## config.mk

```make
export PLATFORM = sky130hd
export DESIGN_NAME = regfile_writeback_flat
export DESIGN_NICKNAME = d
export VERILOG_FILES = /design/src/rtl/regfile_writeback_if.sv /design/src/rtl/regfile_writeback.sv /design/src/flat_wrapper.sv
export SDC_FILE = /design/constraint.sdc
export NUM_CORES = 1
export LEC_CHECK = 0
export ABC_AREA = 1
export BUFFER_PORTS_ARGS = -buffer_cell sky130_fd_sc_hd__buf_2
export CAP_MARGIN = 0
export CORE_ASPECT_RATIO = 0.8
export CORE_MARGIN = 1.5
export CORE_UTILIZATION = 45
export CTS_CLUSTER_DIAMETER = 150
export CTS_CLUSTER_SIZE = 24
export DETAILED_ROUTE_END_ITERATION = 10
export HOLD_SLACK_MARGIN = 0.1
export PLACE_DENSITY = 0.7
export SLEW_MARGIN = 25
export SYNTH_ARGS = -nofsm -noshare
export SYNTH_HDL_FRONTEND = slang
export SYNTH_SLANG_ARGS = --single-unit
```

## constraint.sdc

```tcl
create_clock -name clk -period 6.3 [get_ports clk]
set_clock_uncertainty 0.15 [all_clocks]
set_input_delay 1.575 -clock clk [delete_from_list [all_inputs] [get_ports clk]]
set_output_delay 1.575 -clock clk [all_outputs]
set_load 0.05 [all_outputs]
```

## src/rtl/regfile_writeback_if.sv

```systemverilog
// -----------------------------------------------------------------------------
// regfile_writeback_if
// Purpose : Bundles the execute/memory-side handshakes, the decode hazard query
//           and the register-file write port of regfile_writeback.
// Modports: master - drives ALU results, load issue/response, decode read
//                    addresses; observes readies, hazards and the write port.
//           slave  - the writeback block itself (mirror of master).
// Signals : alu_valid/alu_addr/alu_data       ALU result (always accepted)
//           ld_issue_valid/addr/ready         load destination reservation
//           ld_resp_valid/data/ready          in-order load data return
//           rd_addr_0/1, hazard_0/1           decode pending-write query
//           busy_mask, pending_count          load scoreboard
//           wb_wen/wb_addr/wb_data            register-file write port
// -----------------------------------------------------------------------------
interface regfile_writeback_if #(
    parameter int DEPTH = 4,
    parameter int AW    = 5,
    parameter int DW    = 32
);
    localparam int CW = $clog2(DEPTH + 1);

    logic          alu_valid;
    logic [AW-1:0] alu_addr;
    logic [DW-1:0] alu_data;
    logic          ld_issue_valid;
    logic [AW-1:0] ld_issue_addr;
    logic          ld_issue_ready;
    logic          ld_resp_valid;
    logic [DW-1:0] ld_resp_data;
    logic          ld_resp_ready;
    logic [AW-1:0] rd_addr_0;
    logic [AW-1:0] rd_addr_1;
    logic          hazard_0;
    logic          hazard_1;
    logic [31:0]   busy_mask;
    logic [CW-1:0] pending_count;
    logic          wb_wen;
    logic [AW-1:0] wb_addr;
    logic [DW-1:0] wb_data;

    modport master (
        output alu_valid, alu_addr, alu_data,
        output ld_issue_valid, ld_issue_addr,
        output ld_resp_valid, ld_resp_data,
        output rd_addr_0, rd_addr_1,
        input  ld_issue_ready, ld_resp_ready,
        input  hazard_0, hazard_1, busy_mask, pending_count,
        input  wb_wen, wb_addr, wb_data
    );

    modport slave (
        input  alu_valid, alu_addr, alu_data,
        input  ld_issue_valid, ld_issue_addr,
        input  ld_resp_valid, ld_resp_data,
        input  rd_addr_0, rd_addr_1,
        output ld_issue_ready, ld_resp_ready,
        output hazard_0, hazard_1, busy_mask, pending_count,
        output wb_wen, wb_addr, wb_data
    );
endinterface

```

## src/rtl/regfile_writeback.sv

```systemverilog
// -----------------------------------------------------------------------------
// regfile_writeback
// Purpose : Write-side front end of the 32x32 register file. Merges single-cycle
//           ALU results and in-order, variable-latency load returns onto the
//           single register-file write port, keeps an in-order FIFO of
//           outstanding load destinations and exports a pending-write
//           scoreboard for decode stall logic.
// Ports   : clk     - rising-edge clock
//           reset_n - asynchronous active-low reset (clears FIFO and write port)
//           bus     - regfile_writeback_if.slave (see interface header)
// -----------------------------------------------------------------------------
module regfile_writeback #(
    parameter int DEPTH = 4,
    parameter int AW    = 5,
    parameter int DW    = 32
) (
    input  logic                  clk,
    input  logic                  reset_n,
    regfile_writeback_if.slave    bus
);
    localparam int PW = (DEPTH > 1) ? $clog2(DEPTH) : 1;
    localparam int CW = $clog2(DEPTH + 1);

    logic [AW-1:0] r_addr [DEPTH];
    logic [PW-1:0] r_head;
    logic [PW-1:0] r_tail;
    logic [CW-1:0] r_count;
    logic          r_wb_wen;
    logic [AW-1:0] r_wb_addr;
    logic [DW-1:0] r_wb_data;

    logic          w_issue_ready;
    logic          w_resp_ready;
    logic          w_push;
    logic          w_pop;
    logic [31:0]   w_busy;
    logic [AW-1:0] w_head_addr;

    // Handshake decode: ALU always wins the write port, so a load response is
    // only taken on cycles without an ALU result.
    always_comb begin
        w_issue_ready = (r_count != CW'(DEPTH));
        w_resp_ready  = (r_count != {CW{1'b0}}) && !bus.alu_valid;
        w_push        = bus.ld_issue_valid && w_issue_ready;
        w_pop         = bus.ld_resp_valid && w_resp_ready;
        w_head_addr   = r_addr[r_head];
    end

    // Scoreboard: OR of one-hot destinations over the live window head..head+count-1.
    // Duplicate destinations keep their bit set until the last one pops.
    always_comb begin
        logic [PW-1:0] w_off;
        w_busy = 32'd0;
        w_off  = {PW{1'b0}};
        for (int i = 0; i < DEPTH; i++) begin
            w_off = PW'(i) - r_head;
            if ((CW'(w_off) < r_count) && (r_addr[i] != {AW{1'b0}})) begin
                w_busy = w_busy | (32'd1 << r_addr[i]);
            end else begin
                w_busy = w_busy;
            end
        end
    end

    // Load-destination FIFO: tail write on push, head advance on pop, occupancy.
    always_ff @(posedge clk or negedge reset_n) begin
        if (!reset_n) begin
            for (int i = 0; i < DEPTH; i++) begin
                r_addr[i] <= {AW{1'b0}};
            end
            r_head  <= {PW{1'b0}};
            r_tail  <= {PW{1'b0}};
            r_count <= {CW{1'b0}};
        end else begin
            if (w_push) begin
                r_addr[r_tail] <= bus.ld_issue_addr;
                r_tail         <= r_tail + PW'(1);
            end
            if (w_pop) begin
                r_head <= r_head + PW'(1);
            end
            case ({w_push, w_pop})
                2'b10:   r_count <= r_count + CW'(1);
                2'b01:   r_count <= r_count - CW'(1);
                default: r_count <= r_count;
            endcase
        end
    end

    // Registered write port. Writes to r0 consume their event but never
    // assert wen; with no event, address and data hold their last value.
    always_ff @(posedge clk or negedge reset_n) begin
        if (!reset_n) begin
            r_wb_wen  <= 1'b0;
            r_wb_addr <= {AW{1'b0}};
            r_wb_data <= {DW{1'b0}};
        end else if (bus.alu_valid) begin
            r_wb_wen  <= (bus.alu_addr != {AW{1'b0}});
            r_wb_addr <= bus.alu_addr;
            r_wb_data <= bus.alu_data;
        end else if (w_pop) begin
            r_wb_wen  <= (w_head_addr != {AW{1'b0}});
            r_wb_addr <= w_head_addr;
            r_wb_data <= bus.ld_resp_data;
        end else begin
            r_wb_wen  <= 1'b0;
        end
    end

    // Decode hazard: pending load, or the write currently on the port (the
    // regfile has not committed it yet).
    always_comb begin
        bus.hazard_0 = (bus.rd_addr_0 != {AW{1'b0}}) &&
                       (w_busy[bus.rd_addr_0] || (r_wb_wen && (r_wb_addr == bus.rd_addr_0)));
        bus.hazard_1 = (bus.rd_addr_1 != {AW{1'b0}}) &&
                       (w_busy[bus.rd_addr_1] || (r_wb_wen && (r_wb_addr == bus.rd_addr_1)));
    end

    assign bus.ld_issue_ready = w_issue_ready;
    assign bus.ld_resp_ready  = w_resp_ready;
    assign bus.busy_mask      = w_busy;
    assign bus.pending_count  = r_count;
    assign bus.wb_wen         = r_wb_wen;
    assign bus.wb_addr        = r_wb_addr;
    assign bus.wb_data        = r_wb_data;
endmodule

```

## src/flat_wrapper.sv

```systemverilog
// flat-port wrapper written by rule: the top's interface ports become plain ports
module regfile_writeback_flat 
#(
    parameter int DEPTH = 4,
    parameter int AW    = 5,
    parameter int DW    = 32
)
  (clk, reset_n, bus_alu_valid, bus_alu_addr, bus_alu_data, bus_ld_issue_valid, bus_ld_issue_addr, bus_ld_resp_valid, bus_ld_resp_data, bus_rd_addr_0, bus_rd_addr_1, bus_ld_issue_ready, bus_ld_resp_ready, bus_hazard_0, bus_hazard_1, bus_busy_mask, bus_pending_count, bus_wb_wen, bus_wb_addr, bus_wb_data);
  regfile_writeback_if #(.DEPTH(DEPTH), .AW(AW), .DW(DW)) bus_i ();
  input  logic clk;
  input  logic reset_n;
  input wire logic [$bits(bus_i.alu_valid)-1:0] bus_alu_valid;
  input wire logic [$bits(bus_i.alu_addr)-1:0] bus_alu_addr;
  input wire logic [$bits(bus_i.alu_data)-1:0] bus_alu_data;
  input wire logic [$bits(bus_i.ld_issue_valid)-1:0] bus_ld_issue_valid;
  input wire logic [$bits(bus_i.ld_issue_addr)-1:0] bus_ld_issue_addr;
  input wire logic [$bits(bus_i.ld_resp_valid)-1:0] bus_ld_resp_valid;
  input wire logic [$bits(bus_i.ld_resp_data)-1:0] bus_ld_resp_data;
  input wire logic [$bits(bus_i.rd_addr_0)-1:0] bus_rd_addr_0;
  input wire logic [$bits(bus_i.rd_addr_1)-1:0] bus_rd_addr_1;
  output wire logic [$bits(bus_i.ld_issue_ready)-1:0] bus_ld_issue_ready;
  output wire logic [$bits(bus_i.ld_resp_ready)-1:0] bus_ld_resp_ready;
  output wire logic [$bits(bus_i.hazard_0)-1:0] bus_hazard_0;
  output wire logic [$bits(bus_i.hazard_1)-1:0] bus_hazard_1;
  output wire logic [$bits(bus_i.busy_mask)-1:0] bus_busy_mask;
  output wire logic [$bits(bus_i.pending_count)-1:0] bus_pending_count;
  output wire logic [$bits(bus_i.wb_wen)-1:0] bus_wb_wen;
  output wire logic [$bits(bus_i.wb_addr)-1:0] bus_wb_addr;
  output wire logic [$bits(bus_i.wb_data)-1:0] bus_wb_data;
  assign bus_i.alu_valid = bus_alu_valid;
  assign bus_i.alu_addr = bus_alu_addr;
  assign bus_i.alu_data = bus_alu_data;
  assign bus_i.ld_issue_valid = bus_ld_issue_valid;
  assign bus_i.ld_issue_addr = bus_ld_issue_addr;
  assign bus_i.ld_resp_valid = bus_ld_resp_valid;
  assign bus_i.ld_resp_data = bus_ld_resp_data;
  assign bus_i.rd_addr_0 = bus_rd_addr_0;
  assign bus_i.rd_addr_1 = bus_rd_addr_1;
  assign bus_ld_issue_ready = bus_i.ld_issue_ready;
  assign bus_ld_resp_ready = bus_i.ld_resp_ready;
  assign bus_hazard_0 = bus_i.hazard_0;
  assign bus_hazard_1 = bus_i.hazard_1;
  assign bus_busy_mask = bus_i.busy_mask;
  assign bus_pending_count = bus_i.pending_count;
  assign bus_wb_wen = bus_i.wb_wen;
  assign bus_wb_addr = bus_i.wb_addr;
  assign bus_wb_data = bus_i.wb_data;
  regfile_writeback #(.DEPTH(DEPTH), .AW(AW), .DW(DW)) u_core (.clk(clk), .reset_n(reset_n), .bus(bus_i));
endmodule
```

==> results.sh, run 1 <==
export IMPL_path_common_cell="nand2_1"
export IMPL_synth_seq_area_share_pct=28.2
export IMPL_first_pass_iters=6
export IMPL_yosys_warnings=0
export IMPL_tightest_slew_ns=0.811
export IMPL_grt_pass1_vias=6248
export IMPL_slew_headroom_pct=46.0
export IMPL_via_count=6919
export IMPL_io_buffer_count=164
export IMPL_yosys_cell_count_top_type="nand2_1"
export IMPL_period_needed_ns=5.23
export IMPL_crit_family="simple AND/OR/NAND/NOR gates"
export IMPL_drtAntennaViolNets=0
export IMPL_rsz0062_at_grt="no"
export IMPL_drive_above_1_share_pct=21.2
export IMPL_overflow=0
export IMPL_critPathBufInv=5
export IMPL_drt_initial_drc_count=641
export IMPL_synth_edf_count=0
export IMPL_dpl_hpwl_mm=15.3
export IMPL_synth_largest_area_cell="dfrtp_1"
export IMPL_postCtsSetupBuffers=0
export IMPL_max_vdd_ir_drop_mv=0.221
export IMPL_cts_resized_gates=0
export IMPL_hold_class="reg -> reg"
export IMPL_tritoncts="yes"
export IMPL_synth_nets=1043
export IMPL_worst_slack_ns=1.07
export IMPL_route_detailed_drc=0
export IMPL_period_share_pct=83.0
export IMPL_crit_chain="nand2_1 -> inv_1 -> nor2_1 -> inv_1 -> ha_1 -> inv_1 -> nor2_1 -> a21oi_4 -> nand2_2 -> inv_2 -> nand3_2 -> nand3_2 -> nor2_1 -> nor2_1 -> nand2_1 -> nand3_1 -> nand2_1 -> nand2_1 -> nand2_1 -> a21oi_2 -> buf_2"
export IMPL_drv_cap=0
export IMPL_dp_cells=1233
export IMPL_crit_arrival_ns=3.51
export IMPL_maxSlewViolCount=0
export IMPL_initial_core_util_pct=46.8
export IMPL_postSynthAreaPerCell_um2=6.12
export IMPL_ctsHoldBuffers=0
export IMPL_max_freq_mhz=191
export IMPL_final_cells=1249
export IMPL_crit_fanout=18
export IMPL_critical_path_class="reg -> out"
export IMPL_cp_data_required_time_ns=4.58
export IMPL_clock_root_buffer="clkbuf_16"
export IMPL_row_count=36
export IMPL_yosysTopAreaCellShare_pct=28.2
export IMPL_place_worst_setup_slack_ns=1.36
export IMPL_wl_mm=19.7
export IMPL_clkSlewWorstSetupHoldPaths_ns=0.05
export IMPL_synthCells=944
export IMPL_crit_path_start_kind="flip-flop"
export IMPL_core_area_um2=12300
export IMPL_n_antenna_cell=0
export IMPL_nets=1172
export IMPL_gp_congestion=0.969
export IMPL_antenna_found_initial=0
export IMPL_cts_buffers=9
export IMPL_synth_cell_types=35
export IMPL_hold_viol_final=0
export IMPL_grt_first_pass_wirelength_mm=32.2
export IMPL_setup_viol=0
export IMPL_leakage_nw=3.53
export IMPL_die_w_um=130
export IMPL_synth_ff_type="dfrtp_1"
export IMPL_synth_seq_cells=65
export IMPL_tns_ns=0
export IMPL_htreeDepth=3
export IMPL_die_area_um2=13500
export IMPL_synthTopCellsByArea="dfrtp_1 28%, nand2_1 16%, nand3_1 12%, nor2_1 10%, o21ai_0 4.2%"
export IMPL_grtUsageTotal_pct=29.9
export IMPL_p_per_area_nw_per_um2=510
export IMPL_postSynth_asyncResetShare_pct=100
export IMPL_cts_buffer_depth=2
export IMPL_drt_wirelength_per_cell_um=15.8
export IMPL_grt_max_degree=66
export IMPL_end_kind="output port"
export IMPL_slowest_delay_ns=0.44
export IMPL_status="finished clean"
export IMPL_io_pins=166
export IMPL_die_y_um=104
export IMPL_syn_area_um2=5770
export IMPL_cts_sinks=65
export IMPL_area_delta_synth_final_pct=20.1
export IMPL_drt_vias_per_instance=5.54
export IMPL_crit_slowest_cell="dfrtp_1"
export IMPL_clk_latency_ns=0.32
export IMPL_yosys_top_cells_count="243 x nand2_1, 159 x nor2_1, 133 x nand3_1"
[registers in the layout (all words and copies together), names as in the netlist]
name                      count
u_core.bus.wb_data           32
u_core.r_addr                20
u_core.bus.wb_addr            5
u_core.bus.pending_count      3
u_core.r_head                 2
u_core.r_tail                 2
u_core.bus.wb_wen             1
[routing by layer]
metal	wire length (µm)	global-route usage, %	up-vias
met5	0	0	-
met4	553	10.3	0
met3	1720	5.92	48
met2	8530	44.6	376
met1	8900	42.7	3105
li1	-	-	3390
[placed cells by master, fill, tap and decap left out, drive strengths merged, types with 9 or more instances in the layout]
cell	netlist	layout
a21oi	15	15
a31oi	33	33
buf	23	168
clkbuf	27	11
dfrtp	65	65
ha	9	9
inv	69	69
nand2	252	252
nand3	145	145
nand4	27	27
nor2	167	167
nor3	27	27
o21ai	48	48
o22ai	10	10
[worst min-delay path: stages, from the launching register on]
cell and delay [ns]:
dfrtp_1 0.37, nand2_1 0.06, o21ai_0 0.06
[cell families (layout without fill, tap and decap cells)]
kind of cell	Yosys count	in the layout	synth area share (%)
AOI/OAI and AO/OA	116	116	12.1
xor gates and xnor gates	4	4	0.607
adders and majority gates	10	10	2.30
buffers and inverters	123	257	8.82
DFF	65	65	28.2
other	1	1	0.0650
and+or+nand+nor	625	625	47.9
[metrics by stage]
stage	cell area (µm²)	hold WS [ns]	util [%]	total power, W
2_1_floorplan	5770	0.368	-	0.00243
3_3_place_gp	6610	0.347	53.5	0.00294
3_5_place_dp	6610	0.371	53.5	0.00294
4_1_cts	6940	0.382	56.2	0.00349
5_1_grt	6940	0.408	56.2	0.00378
6_report	6940	0.378	56.2	0.00353
[power by group]
| group | internal, W | switching, W | total [W] |
|---|---|---|---|
| Sequential | 0.000542 | 0.000266 | 0.000808 |
| Combinational | 0.000522 | 0.00166 | 0.00218 |
| Clock | 0.000366 | 0.000178 | 0.000544 |
[path summary, 6_finish.rpt]
kind,startpoint,endpoint,slack [ns],cells past startpoint
setup / recovery,u_core.r_head[0],bus_hazard_1,1.07,21
min in group asynchronous,reset_n,u_core.bus.wb_data[4],1.26,2
hold reg to reg,u_core.bus.pending_count[1],u_core.bus.pending_count[1],0.38,2
hold / removal,u_core.bus.pending_count[1],u_core.bus.pending_count[1],0.38,2
setup reg to reg,u_core.bus.pending_count[2],u_core.bus.pending_count[2],3.55,10
max in group asynchronous,reset_n,u_core.bus.wb_data[21],4.19,2
[layout make-up]
type | instances | area [µm²]
Tap cell | 171 | 214
Sequential cell | 65 | 1630
Timing Repair Buffer | 168 | 851
Inverter | 73 | 274
Multi-Input combinational cell | 756 | 3640
Clock buffer | 11 | 253
Fill cell | 1280 | 5410
Clock inverter | 5 | 77.6
(Power assumes the default switching activity.)
==> inputs of run 2 (changes only) <==
- PLACE_DENSITY: 0.7 -> 0.72
- clock period: 6.3 -> 4.5 ns (I/O delays scaled with it)
==> run 2 against run 1 <==
- sequential power up 31%
- first-iteration DRC count rose by 31%
- final cell count rose by 1.7%
- critical endpoint unchanged
- clock power rose by 23%
- setup slack worse by 0.88 ns
- cell area rose by 4.8%
- count of clock-buffer cells in the layout fell by 2
- combinational power rose by 64%
- register-to-register slack lost 1.8 ns
- non-clock buffer count grew 22
- die area unchanged
==> results.sh, run 2 (same netlist as run 1, synthesis figures left out) <==
export IMPL_grt_first_pass_wirelength_mm=32.3
export IMPL_nets=1194
export IMPL_end_kind="output port"
export IMPL_drt_initial_drc_count=840
export IMPL_critPathBufInv=6
export IMPL_critical_path_class="reg -> out"
export IMPL_status="finished clean"
export IMPL_die_area_um2=13500
export IMPL_drv_cap=0
export IMPL_r2r_end="u_core.bus.pending_count[2]"
export IMPL_drive_above_1_share_pct=25.7
export IMPL_dpl_cell_area_um2=6690
export IMPL_hold_class="reg -> reg"
export IMPL_final_cell_mix="236 x nand2_1, 162 x buf_2, 144 x nor2_1"
export IMPL_drt_wirelength_per_cell_um=16.0
export IMPL_first_pass_iters=5
export IMPL_fin_area_um2=7270
export IMPL_max_vdd_ir_drop_mv=0.399
export IMPL_drt_vias_per_instance=5.57
export IMPL_crit_chain="nand2_2 -> inv_2 -> nor2_4 -> inv_2 -> ha_4 -> inv_1 -> nor2_2 -> a21oi_4 -> buf_6 -> clkbuf_16 -> nand2_2 -> nor2_1 -> nor2_1 -> nand2_2 -> nor2_2 -> nor2_2 -> nand2_1 -> nand3_1 -> nand2_1 -> nand2_1 -> nand2_1 -> a21oi_2 -> buf_6"
export IMPL_clock_root_buffer="clkbuf_16"
export IMPL_fin_util_pct=58.9
export IMPL_area_delta_synth_final_pct=25.9
export IMPL_die_y_um=104
export IMPL_die_w_um=130
export IMPL_antenna_found_initial=0
export IMPL_crit_cells=23
export IMPL_io_pins=166
export IMPL_io_buffer_count=164
export IMPL_period_needed_ns=4.31
export IMPL_drtAntennaViolNets=0
export IMPL_tns_ns=0
export IMPL_tightest_slew_ns=0.868
export IMPL_n_antenna_cell=0
export IMPL_row_count=36
export IMPL_dp_cells=1243
export IMPL_crit_slowest_cell="dfrtp_2"
export IMPL_setup_viol=0
export IMPL_leakage_nw=3.67
export IMPL_dpl_hpwl_mm=15.7
export IMPL_crit_fanout=8
export IMPL_hold_viol_final=0
export IMPL_p_per_area_nw_per_um2=730
export IMPL_ctsHoldBuffers=0
export IMPL_overflow=0
export IMPL_clkSlewWorstSetupHoldPaths_ns=0.05
export IMPL_path_common_cell="nand2_1"
export IMPL_initial_core_util_pct=46.8
export IMPL_grt_max_degree=40
export IMPL_cts_buffer_depth=2
export IMPL_slowest_delay_ns=0.44
export IMPL_htreeDepth=3
export IMPL_power_total_w=0.00531
export IMPL_grtUsageTotal_pct=29.9
export IMPL_maxSlewViolCount=0
export IMPL_final_cells=1270
export IMPL_slew_headroom_pct=42.1
export IMPL_ff2ff_path_depth=10
export IMPL_cp_startpoint="u_core.r_head[1]"
export IMPL_cp_data_required_time_ns=3.22
export IMPL_tritoncts="yes"
export IMPL_endpoint="bus_hazard_1"
export IMPL_core_area_um2=12300
export IMPL_gp_congestion=0.992
export IMPL_crit_family="simple AND/OR/NAND/NOR gates"
export IMPL_grt_pass1_vias=6381
export IMPL_clk_latency_ns=0.33
export IMPL_via_count=7076
export IMPL_crit_path_start_kind="flip-flop"
export IMPL_wl_mm=20.3
export IMPL_cts_buffers=9
export IMPL_final_common_cell="nand2_1"
export IMPL_route_detailed_drc=0
export IMPL_max_freq_mhz=232
export IMPL_cts_sinks=65
export IMPL_timing_rr_start="u_core.bus.pending_count[2]"
export IMPL_crit_arrival_ns=3.03
export IMPL_largest_register_ff_count=32
export IMPL_period_share_pct=95.8
export IMPL_rrSetupSlack_ns=1.72
==> run 2: changes by cell type in the layout (fill, tap and decap cells not counted), sizes merged <==
cell      delta
clkinvlp     +1
buf         +20
bufinv       -1
clkinv       +1
==> run 2: per-stage QoR <==
step	hold WS, ns	setup WS (ns)
global placement	0.371	0.225
floorplan	0.368	0.0744
finish	0.397	0.190
CTS	0.398	0.0138
detailed placement	0.379	0.232
global route	0.425	-0.000566
==> run 2: repair_timing <==
item                       in CTS  in global routing
resized for setup               1                 46
pin swaps                       1                 21
cloned                          0                  2
buffers inserted                1                  9
setup endpoints to repair       2                  2
==> run 2: cell type report <==
class                      count  area [µm²]
multi-input combinational    756        3760
inverter                      73         277
tap                          171         214
clock inverter                 6        60.1
clock buffer                   9         225
fill                        1292        5070
sequential                    65        1630
timing repair buffer         190        1100
==> run 2: worst min-delay path by stage <==
stage / start / endpoint / slack (ns) / cells after the start
final: u_core.bus.wb_data[9] / u_core.bus.wb_data[9] / 0.40 / 2
after global routing: u_core.bus.wb_data[4] / u_core.bus.wb_data[4] / 0.42 / 2
after CTS: u_core.bus.wb_data[6] / u_core.bus.wb_data[6] / 0.40 / 2
after detailed placement: u_core.bus.pending_count[1] / u_core.bus.pending_count[1] / 0.38 / 2
after global placement: u_core.bus.pending_count[1] / u_core.bus.pending_count[1] / 0.37 / 2
after floorplan: u_core.r_addr[0] / u_core.r_addr[0] / 0.37 / 2
==> run 2: where the power goes <==
part | leakage (nW) | total (W) | internal, W | switching [W]
clock | 0.137 | 0.000671 | 0.000422 | 0.000250
sequential | 0.769 | 0.00106 | 0.000762 | 0.000293
combinational | 2.77 | 0.00358 | 0.00103 | 0.00255
total | 3.67 | 0.00531 | 0.00221 | 0.00310
==> run 2: worst register-to-register path, stage by stage, from the launching register on <==
cell     delay, ns
dfrtp_1       0.55
inv_2         0.19
a31oi_1       0.25
nand2_1       0.29
inv_1         0.22
ha_1          0.16
inv_1         0.06
fa_1          0.38
a21oi_1       0.14
o21ai_0       0.11
xor2_1        0.15
==> run 2: per-layer routing <==
metal / up-vias / track usage, % / wire (µm)
met4: 0 / 9.05 / 515
li1: 3439 / - / -
met1: 3187 / 41.5 / 8810
met3: 42 / 5.25 / 1910
met5: - / 0 / 0
met2: 408 / 47.2 / 9100
